==> src/rtl/pc_sequencer.sv <==
// PC sequencer for the single-cycle core: owns the PC and feeds op/funct to the decoder.
// It selects the next PC from jump/branch/jr and adds a boot cycle, a halt state and a retire counter.
module pc_sequencer #(
    parameter logic [31:0] RESET_PC = 32'h0000_0000,
    parameter logic [5:0]  HALT_OP  = 6'b111111
) (
    input  logic        clk,
    input  logic        reset_n,
    input  logic        en,
    input  logic [31:0] instr,
    input  logic        jump,
    input  logic        branch,
    input  logic        zero,
    input  logic        jr,
    input  logic [31:0] jr_addr,
    output logic [31:0] imem_addr,
    output logic [31:0] pc,
    output logic [31:0] pc_plus4,
    output logic [5:0]  op,
    output logic [5:0]  funct,
    output logic        valid,
    output logic        halted,
    output logic        err,
    output logic [31:0] inst_cnt
);

    typedef enum logic [1:0] {
        BOOT = 2'd0,
        RUN  = 2'd1,
        HALT = 2'd2
    } state_t;

    state_t      state_q, state_d;
    logic [31:0] pc_q, pc_d;
    logic [31:0] cnt_q, cnt_d;
    logic        err_q, err_d;
    logic [31:0] br_off;
    logic [31:0] next_pc;

    assign pc        = pc_q;
    assign imem_addr = pc_q;
    assign pc_plus4  = pc_q + 32'd4;
    assign br_off    = {{14{instr[15]}}, instr[15:0], 2'b00};

    assign valid    = (state_q == RUN) && en;
    assign op       = valid ? instr[31:26] : 6'b000000;
    assign funct    = valid ? instr[5:0]   : 6'b000000;
    assign halted   = (state_q == HALT);
    assign err      = err_q;
    assign inst_cnt = cnt_q;

    // Redirect priority: jr over jump over taken branch over fall-through.
    always_comb begin
        if (jr)
            next_pc = jr_addr;
        else if (jump)
            next_pc = {pc_plus4[31:28], instr[25:0], 2'b00};
        else if (branch && zero)
            next_pc = pc_plus4 + br_off;
        else
            next_pc = pc_plus4;
    end

    always_comb begin
        // NOTE: every output of this block is given a hold default first, so no path can infer a latch.
        state_d = state_q;
        pc_d    = pc_q;
        cnt_d   = cnt_q;
        err_d   = err_q;
        case (state_q)
            BOOT: state_d = RUN;
            RUN: begin
                if (en) begin
                    if (instr[31:26] == HALT_OP) begin
                        state_d = HALT;
                    end else begin
                        cnt_d = (cnt_q == 32'hFFFF_FFFF) ? cnt_q : cnt_q + 32'd1;
                        // A misaligned jr still retires but parks the core with err set.
                        if (jr && (jr_addr[1:0] != 2'b00)) begin
                            state_d = HALT;
                            err_d   = 1'b1;
                        end else begin
                            pc_d = next_pc;
                        end
                    end
                end
            end
            HALT:    state_d = HALT;
            default: state_d = BOOT;
        endcase
    end

    // NOTE: sequential state is updated with non-blocking assignments only.
    always_ff @(posedge clk) begin
        if (!reset_n) begin
            state_q <= BOOT;
            pc_q    <= RESET_PC;
            cnt_q   <= 32'd0;
            err_q   <= 1'b0;
        end else begin
            state_q <= state_d;
            pc_q    <= pc_d;
            cnt_q   <= cnt_d;
            err_q   <= err_d;
        end
    end

endmodule

==> config.mk <==
export PLATFORM = sky130hd
export DESIGN_NAME = pc_sequencer
export DESIGN_NICKNAME = d
export VERILOG_FILES = /design/src/rtl/pc_sequencer.sv
export SDC_FILE = /design/constraint.sdc
export NUM_CORES = 1
export LEC_CHECK = 0
export CAP_MARGIN = 20
export CORE_MARGIN = 5
export CORE_UTILIZATION = 45
export CTS_BUF_LIST = sky130_fd_sc_hd__clkbuf_16
export DETAILED_ROUTE_END_ITERATION = 8
export PLACE_DENSITY = 0.83
export SYNTH_ARGS = -nofsm -noshare
export SYNTH_HDL_FRONTEND = slang
export SYNTH_SLANG_ARGS = --single-unit
export TNS_END_PERCENT = 100
==> constraint.sdc <==
create_clock -name clk -period 5.45 [get_ports clk]
set_clock_uncertainty 0.05 [all_clocks]
set_input_delay 1.635 -clock clk [delete_from_list [all_inputs] [get_ports clk]]
set_output_delay 1.635 -clock clk [all_outputs]
set_load 0.02 [all_outputs]
==> run_results.csv, run 1 <==
group,metric,value,unit
synthesis,synth_compound_area_share,23.2,%
clock_network,cts_setup_buffers,0,
route,drt_iter0_markers,544,
placement,placed_area,8130,µm²
route,postRouteWirelength,20.5,mm
layout,final_nets,1073,
power_and_ir_drop,irDropWorstVdd,0.171,mV
synthesis,post_synth_instance_area,6110,µm²
global_route,grt_max_degree,50,
layout,multi_input_area,4320,µm²
die,start_util,45.9,%
setup_path,crit_path_end_kind,"primary output",
synthesis,ys.warnings.count,0,
clock_network,cts_hold_buf,0,
sta,finalCritPeriodShare,92.6,%
route,ant_nets,0,
layout,areaGrowthSynthToFinish,38.2,%
die,dieWidth,126,µm
die,core-area,13300,µm²
sta,slew_viol_final,0,
clock_network,cts.sinks,67,
sta,period_minus_slack,5.05,ns
clock_network,clk_latency,0.35,ns
power_and_ir_drop,p_leak,0.00339,µW
synthesis,ys_ff_latch,67,
min_path,min_from,"err$_SDFFE_PN0P_",
layout,seqCellArea,1340,µm²
setup_path,crit_path_start_kind,"register",
sta,fin_tns_setup,0,ns
sta,worst_pin_slew,1.02,ns
setup_path,startpoint,"imem_addr[2]$_SDFFE_PN0P_",
setup_path,crit_fanout,8,
synthesis,yosys.area_share.simple,26.1,%
synthesis,synth-main-ff-cell,"dfxtp_1",
clock_network,post_cts_resized,0,
die,rows,42,
global_route,grt_pass1_vias,6380,
sta,fmax,198,MHz
clock_network,clockBufferDepth,2,
route,routed_via_density,5.80,
layout,fin_area,8440,µm²
synthesis,yosys.area_share.adder,8.52,%
synthesis,syn_inst,797,
run_status,status,"complete, no violations",
synthesis,synth_fp_nets,909,
clock_network,numCtsBuffers,9,
sta,relSlewSlack,31.5,%
layout,final_cell_mix,"clkdlybuf4s50_1, nand2_1, dfxtp_1",
layout,fillCellCount,1136,
synthesis,async_reset_ff_share,0,%
route,wire_per_inst,17.9,µm
power_and_ir_drop,power.density,269,nW/µm²
route,dr.pass1.iters,5,
global_route,antenna_found_initial,0,
clock_network,clk_pin_slew,0.06,ns
setup_path,r2r-start,"imem_addr[2]$_SDFFE_PN0P_",
setup_path,ff2ff_setup_slack,1.23,ns
sta,hold_viol,0,
route,drc_errors,0,
global_route,track_usage,24.9,%
sta,fin_ws,0.401,ns
synthesis,synth-edff-count,0,
die,io_pins,214,
layout,final_common_cell,"clkdlybuf4s50_1",
clock_network,cts_max_level,3,
placement,dp_hpwl,15.8,mm
layout,drive_gt1_share,4.66,%
synthesis,synth_xor_xnor_area_share,11.7,%
placement,port_buffers,213,
route,vias,6621,
die,chipHeight,126,µm
run,max_cap_viol_count,0,
placement,dp_slack,0.604,ns
power_and_ir_drop,finalPower,2270,µW
synthesis,synth_mux_area_share,1.15,%
sta,setup_viol,0,
placement,gp_congestion,0.928,
synthesis,synth_cell_type_count,67,
synthesis,synth_area_per_cell,7.66,µm²
clock_network,cts_tree,"yes",
min_path,hold_class,"register to register",
clock_network,cts_root_buffer,"clkbuf_16",
sta,rsz0062_at_grt,"no",
synthesis,synth_seq_area_share,22.0,%
layout,antenna_cells,0,
global_route,grt_first_pass_wirelength,32.9,mm
die,dieArea,16000,µm²
global_route,grt_overflow,0,
setup_path,cp.arrival,3.36,ns
synthesis,synth_top_family_by_area,"simple AND/OR/NAND/NOR gates",
setup_path,worstPathRequired,3.76,ns
setup_path,path_class,"register to primary output",
cells by family (layout without fill, tap and decap cells):
kind of cell / count (synthesis) / after routing
AOI/OAI and AO/OA: 217 / 217
xor gates and xnor gates: 81 / 81
adders and majority gates: 41 / 41
buffers and inverters: 83 / 252
DFF: 67 / 67
muxes: 7 / 7
and+or+nand+nor: 301 / 301
power breakdown:
| part | switching (µW) | internal, µW |
|---|---|---|
| Combinational | 574 | 476 |
| Sequential | 68.7 | 532 |
| Clock | 253 | 362 |
sequential cells by signal, summed over array words and instances, names as in the netlist:
signal     flops
imem_addr     32
inst_cnt      32
state_q        2
err            1
layer usage:
metal | GRT usage (%) | vias to the layer above | part of all wire [%]
met2 | 40.9 | 332 | 46
li1 | - | 3174 | -
met1 | 32.1 | 3070 | 42
met4 | 8.39 | 0 | 2.1
met3 | 6.18 | 45 | 9.5
met5 | 0 | - | 0
worst paths after layout:
path / endpoint / depth (start not counted)
worst min-delay path: err$_SDFFE_PN0P_ / 1
worst min register to register: err$_SDFFE_PN0P_ / 1
worst max register to register: imem_addr[29]$_SDFFE_PN0P_ / 15
worst max-delay path: pc_plus4[30] / 7
Yosys cell counts (4+ instances only):
master | n | area (µm²)
nand2_1 | 89 | 334
dfxtp_1 | 67 | 1340
a21oi_1 | 60 | 300
xnor2_1 | 58 | 508
nor2_1 | 46 | 173
and2_1 | 42 | 263
o21ai_0 | 42 | 210
ha_1 | 40 | 500
buf_4 | 35 | 263
clkbuf_1 | 31 | 116
nand3_1 | 29 | 145
a21o_1 | 22 | 165
nand4_1 | 22 | 138
xor2_1 | 22 | 193
and3_1 | 18 | 113
o211ai_1 | 13 | 97.6
inv_1 | 12 | 45.0
and4_1 | 11 | 96.3
nor3_1 | 10 | 50.1
a211oi_1 | 7 | 52.6
mux2i_1 | 7 | 70.1
o21a_1 | 7 | 52.6
o21ai_1 | 7 | 35.0
o22ai_1 | 7 | 43.8
a31oi_1 | 6 | 37.5
nand2b_1 | 6 | 37.5
o211a_1 | 6 | 60.1
o221ai_1 | 6 | 52.6
a311oi_1 | 5 | 43.8
nor2b_1 | 5 | 31.3
or3_1 | 5 | 31.3
o21bai_1 | 4 | 30.0
o31ai_1 | 4 | 30.0
critical path, stage by stage, from the launching register on:
cell	delay, ns
dfxtp_1	0.47
ha_1	0.26
and4_1	0.33
nand3_1	0.27
or3_1	0.52
nor2_1	0.14
xor2_1	0.33
clkdlybuf4s50_1	0.68
final cells by class:
| type | instances | area share (%) |
|---|---|---|
| inverter | 13 | 0.578 |
| timing repair buffer | 223 | 26.1 |
| tap | 176 | 2.61 |
| sequential | 67 | 15.9 |
| multi-input combinational | 647 | 51.2 |
| clock buffer | 9 | 2.67 |
| clock inverter | 7 | 0.993 |
per-stage QoR:
stage / hold slack (ns) / cells / utilization [%]
finish: 0.423 / 1142 / 63.5
global route: 0.455 / 1142 / 63.5
CTS: 0.428 / 1142 / 63.5
detailed placement: 0.408 / 1126 / 61.2
global placement: 0.400 / 1126 / 61.2
floorplan: 0.463 / 797 / -
Note: power is estimated with default switching activity, not from simulation.
==> run 2: changes to the inputs <==
--- a/config.mk
+++ b/config.mk
@@ -6,10 +6,11 @@
 export NUM_CORES = 1
 export LEC_CHECK = 0
 export CAP_MARGIN = 20
-export CORE_MARGIN = 5
+export CORE_MARGIN = 10
 export CORE_UTILIZATION = 45
 export CTS_BUF_LIST = sky130_fd_sc_hd__clkbuf_16
 export DETAILED_ROUTE_END_ITERATION = 8
+export GPL_TIMING_DRIVEN = 0
 export PLACE_DENSITY = 0.83
 export SYNTH_ARGS = -nofsm -noshare
 export SYNTH_HDL_FRONTEND = slang
==> run 2 against run 1 <==
- utilization is 2.7 points higher
- sequential share of layout area is 0.58 points lower
- maximum frequency is 2.7% lower
- clock power is 2% higher
- design area is 3.8% higher
- largest power group unchanged
- highest routed layer unchanged
==> run_results.csv, run 2 (synthesis results as in run 1) <==
group,metric,value,unit
run_status,status,"complete, no violations",
clock_network,cts.sinks,67,
die,dieArea,18600,µm²
route,vias,6952,
setup_path,path_class,"register to primary output",
global_route,grt_first_pass_wirelength,37.1,mm
route,wire_per_inst,20.1,µm
clock_network,cts_hold_buf,0,
global_route,track_usage,25.2,%
sta,rsz0062_at_grt,"no",
sta,period_minus_slack,5.19,ns
min_path,hold_class,"register to register",
clock_network,clockBufferDepth,2,
clock_network,cts_tree,"yes",
clock_network,cts_max_level,3,
route,drc_errors,0,
route,drt_iter0_markers,579,
clock_network,clk_pin_slew,0.06,ns
layout,areaGrowthSynthToFinish,43.4,%
layout,multi_input_area,4320,µm²
clock_network,post_cts_resized,0,
setup_path,crit_path_end_kind,"primary output",
global_route,grt_max_degree,25,
placement,gp_congestion,1.00,
die,rows,42,
layout,drive_gt1_share,7.02,%
placement,port_buffers,212,
die,chipHeight,136,µm
die,start_util,46.1,%
layout,seqCellArea,1340,µm²
clock_network,clk_latency,0.35,ns
placement,dp_slack,0.412,ns
layout,final_cell_mix,"clkdlybuf4s50_1, nand2_1, dfxtp_1",
layout,fillCellCount,1144,
global_route,grt_pass1_vias,6809,
die,io_pins,214,
sta,finalCritPeriodShare,95.2,%
setup_path,cp.arrival,3.51,ns
sta,slew_viol_final,0,
power_and_ir_drop,finalPower,2350,µW
power_and_ir_drop,irDropWorstVdd,0.192,mV
sta,worst_pin_slew,1.16,ns
die,dieWidth,136,µm
layout,final_nets,1132,
clock_network,cts_setup_buffers,0,
sta,fin_tns_setup,0,ns
die,core-area,13200,µm²
global_route,grt_overflow,0,
route,dr.pass1.iters,5,
route,routed_via_density,5.78,
layout,fin_area,8760,µm²
run,max_cap_viol_count,0,
sta,setup_viol,0,
setup_path,cp_num_buf_inv,1,
setup_path,slowest_stage,"clkdlybuf4s50_1",
clock_network,numCtsBuffers,9,
global_route,antenna_found_initial,0,
sta,hold_viol,0,
sta,relSlewSlack,21.9,%
power_and_ir_drop,p_leak,0.00357,µW
sta,fmax,193,MHz
setup_path,path_cells,"ha_1 > and4_1 > nand3_1 > or3_1 > nor2_1 > xor2_1 > clkdlybuf4s50_1",
setup_path,crit_path_start_kind,"register",
clock_network,cts_root_buffer,"clkbuf_16",
route,ant_nets,0,
setup_path,worstPathRequired,3.76,ns
sta,fin_ws,0.259,ns
placement,placed_area,8450,µm²
setup_path,cpPeakStageDelay,0.69,ns
placement,dp_hpwl,18.7,mm
layout,final_common_cell,"clkdlybuf4s50_1",
setup_path,crit_fanout,8,
setup_path,cp_top_family,"simple AND/OR/NAND/NOR gates",
route,postRouteWirelength,24.1,mm
power_and_ir_drop,power.density,269,nW/µm²
sta,fin_hold_ws,0.461,ns
## run 2: changes by cell type in the layout (fill, tap and decap cells not counted)
cell and change:
buf_1 +1, buf_2 +1, buf_4 +25, clkbuf_1 +31, clkbuf_2 +1, clkinv_4 -1, diode_2 +1, inv_6 +2
inv_8 -1
## run 2: metal layers
| metal | vias up | global-route usage [%] | routed length, µm |
|---|---|---|---|
| met3 | 47 | 6.97 | 2340 |
| met4 | 0 | 7.99 | 503 |
| met2 | 336 | 42.2 | 11400 |
| met1 | 3269 | 30.3 | 9820 |
| met5 | - | 0 | 0 |
| li1 | 3300 | - | - |
## run 2: layout make-up
class                   count  share of cell area (%)
well taps                 176                    2.51
flip-flops and latches     67                    15.3
clock inverters             7                   0.929
inverters                  13                   0.557
repair buffers            212                    24.2
multi-input cells         647                    49.3
plain buffers              70                    4.54
clock buffers               9                    2.57
diodes                      1                  0.0286
## run 2: path summary, 6_finish.rpt
check | slack, ns | to | depth (start not counted) | startpoint
max | 0.26 | pc_plus4[30] | 7 | imem_addr[2]$_SDFFE_PN0P_
max reg2reg | 1.02 | imem_addr[29]$_SDFFE_PN0P_ | 15 | imem_addr[2]$_SDFFE_PN0P_
min | 0.46 | imem_addr[26]$_SDFFE_PN0P_ | 2 | imem_addr[26]$_SDFFE_PN0P_
min reg2reg | 0.46 | imem_addr[26]$_SDFFE_PN0P_ | 2 | imem_addr[26]$_SDFFE_PN0P_
## run 2: power by group
part	total, µW	switching (µW)	internal, µW
Combinational	1120	613	512
Sequential	604	72.0	532
Clock	625	263	362
## run 2: through the flow
| step | std cells | utilization (%) |
|---|---|---|
| floorplan | 797 | - |
| global placement | 1185 | 63.8 |
| detailed placement | 1185 | 63.8 |
| CTS | 1201 | 66.1 |
| global route | 1201 | 66.1 |
| finish | 1202 | 66.1 |
## run 2: worst register-to-register path, cell delays in order (launching register included)
cell and delay, ns:
dfxtp_1 0.52, ha_1 0.30, and4_1 0.34, nand3_1 0.29
nor2_1 0.29, nand4_1 0.14, xnor2_1 0.36, ha_1 0.38
a21o_1 0.20, a21o_1 0.17, a21o_1 0.18, a21o_1 0.18
a21oi_1 0.25, a21oi_1 0.14, or4_1 0.48, nand3_1 0.10
==> run 3: changes to the inputs <==
--- a/config.mk
+++ b/config.mk
@@ -5,7 +5,8 @@
 export SDC_FILE = /design/constraint.sdc
 export NUM_CORES = 1
 export LEC_CHECK = 0
-export CAP_MARGIN = 20
+export CAP_MARGIN = 15
+export CORE_ASPECT_RATIO = 0.75
 export CORE_MARGIN = 10
 export CORE_UTILIZATION = 45
 export CTS_BUF_LIST = sky130_fd_sc_hd__clkbuf_16
==> run 3 against run 2 <==
- cell count is 0.50% lower
- register-to-register slack hardly changed
- critical path depth stayed put
- die area is 0.26% higher
- global-route usage is 0.60 points lower
- sequential power hardly changed
- sequential share of layout area hardly changed
- flip-flop and latch count stayed put
- total power is 1.1% higher
- largest cell class unchanged
==> run_results.csv, run 3 (synthesis results as in run 1) <==
group,metric,value,unit
min_path,worst_hold_path.endpoint,"err$_SDFFE_PN0P_",
setup_path,reg2reg_depth,15,
route,dr.pass1.iters,5,
placement,dp_cells,1180,
sta,rsz0062_at_grt,"no",
layout,antenna_cells,0,
setup_path,r2r-start,"imem_addr[2]$_SDFFE_PN0P_",
die,dieWidth,155,µm
layout,fin_cells,1196,
sta,slew_viol_final,0,
route,drc_errors,0,
clock_network,post_cts_resized,0,
route,routed_via_density,5.82,
setup_path,slowest_stage,"clkdlybuf4s50_1",
global_route,grt_pass1_vias,6687,
layout,final_nets,1132,
clock_network,numCtsBuffers,9,
power_and_ir_drop,p_leak,0.00359,µW
global_route,track_usage,24.6,%
setup_path,path_class,"register to primary output",
power_and_ir_drop,finalPower,2380,µW
setup_path,crit_path_end_kind,"primary output",
layout,fillCellCount,1119,
placement,port_buffers,212,
route,ant_nets,0,
route,wire_per_inst,19.9,µm
die,core-area,13200,µm²
sta,setup_viol,0,
layout,final_cell_mix,"clkdlybuf4s50_1, nand2_1, dfxtp_1",
layout,drive_gt1_share,6.93,%
setup_path,crit_path_start_kind,"register",
placement,dp_hpwl,18.9,mm
clock_network,clk_latency,0.34,ns
min_path,worstHoldPathCells,1,
sta,fin_ws,0.298,ns
min_path,hold_class,"register to register",
setup_path,cpPeakStageDelay,0.70,ns
route,postRouteWirelength,23.9,mm
clock_network,clk_pin_slew,0.07,ns
power_and_ir_drop,power.density,271,nW/µm²
placement,placed_area,8440,µm²
die,rows,36,
route,drt_iter0_markers,642,
layout,areaGrowthSynthToFinish,43.6,%
placement,dp_slack,0.413,ns
die,start_util,46.4,%
global_route,grt_overflow,0,
run,max_cap_viol_count,0,
min_path,min_from,"err$_SDFFE_PN0P_",
clock_network,clockBufferDepth,2,
setup_path,r2r-end,"imem_addr[29]$_SDFFE_PN0P_",
clock_network,cts_tree,"yes",
clock_network,cts_hold_buf,0,
setup_path,worstPathRequired,3.76,ns
sta,fin_tns_setup,0,ns
setup_path,ff2ff_setup_slack,1.03,ns
power_and_ir_drop,irDropWorstVdd,0.163,mV
layout,fin_area,8770,µm²
layout,final_common_cell,"clkdlybuf4s50_1",
sta,worst_pin_slew,1.04,ns
die,dieArea,18700,µm²
setup_path,cp.arrival,3.47,ns
route,vias,6957,
clock_network,cts.sinks,67,
run_status,status,"complete, no violations",
sta,finalCritPeriodShare,94.5,%
die,io_pins,214,
global_route,grt_first_pass_wirelength,37.4,mm
global_route,grt_max_degree,25,
layout,seqCellArea,1340,µm²
clock_network,cts_root_buffer,"clkbuf_16",
global_route,antenna_found_initial,0,
sta,relSlewSlack,30.4,%
sta,hold_viol,0,
clock_network,cts_setup_buffers,0,
setup_path,crit_fanout,8,
layout,multi_input_area,4320,µm²
die,chipHeight,121,µm
sta,fmax,194,MHz
setup_path,path_cells,"ha_1 > and4_1 > nand3_1 > or3_1 > nor2_1 > xor2_1 > clkdlybuf4s50_1",
sta,period_minus_slack,5.15,ns
clock_network,cts_max_level,3,
placement,gp_congestion,0.955,
[run 3: cell type report]
class | instances | area share, %
inverter | 13 | 0.557
timing repair buffer | 212 | 24.2
clock buffer | 9 | 2.57
tap | 171 | 2.44
clock inverter | 7 | 1.13
sequential | 67 | 15.3
buffer | 70 | 4.54
multi-input combinational | 647 | 49.3
[run 3: report_power, final]
group	internal (µW)	total (µW)	switching, µW
clock network	404	653	249
registers	532	604	71.5
logic	511	1120	611
total	1450	2380	932
[run 3: worst max-delay path, delay by kind of cell, from the launching register on]
kind	cells	cell delay, ns
DFF	1	0.49
and+or+nand+nor	4	1.31
xor gates and xnor gates	1	0.34
buffers and inverters	1	0.70
adders and majority gates	1	0.26
[run 3: worst max-delay path by stage]
stage               cells after the start                          to                      start  slack, ns
floorplan                              15  imem_addr[29]$_SDFFE_PN0P_  imem_addr[2]$_SDFFE_PN0P_       1.49
global placement                        4                    funct[2]                         en       0.45
detailed placement                      4                    funct[2]                         en       0.41
CTS                                     7                pc_plus4[30]  imem_addr[2]$_SDFFE_PN0P_       0.35
global route                            7                pc_plus4[30]  imem_addr[2]$_SDFFE_PN0P_       0.19
finish                                  7                pc_plus4[30]  imem_addr[2]$_SDFFE_PN0P_       0.30
[run 3: per-stage QoR]
stage                     utilization, %  hold slack (ns)
after floorplan                        -            0.463
after global placement              64.2            0.395
after detailed placement            64.2            0.413
after CTS                           66.6            0.428
after global routing                66.6            0.447
final                               66.6            0.425
[run 3: metal layers]
| layer | GRT usage [%] | wire, µm |
|---|---|---|
| met1 | 31.8 | 10400 |
| met4 | 5.30 | 322 |
| met2 | 39.0 | 10800 |
| met3 | 8.08 | 2370 |
| met5 | 0 | 0 |
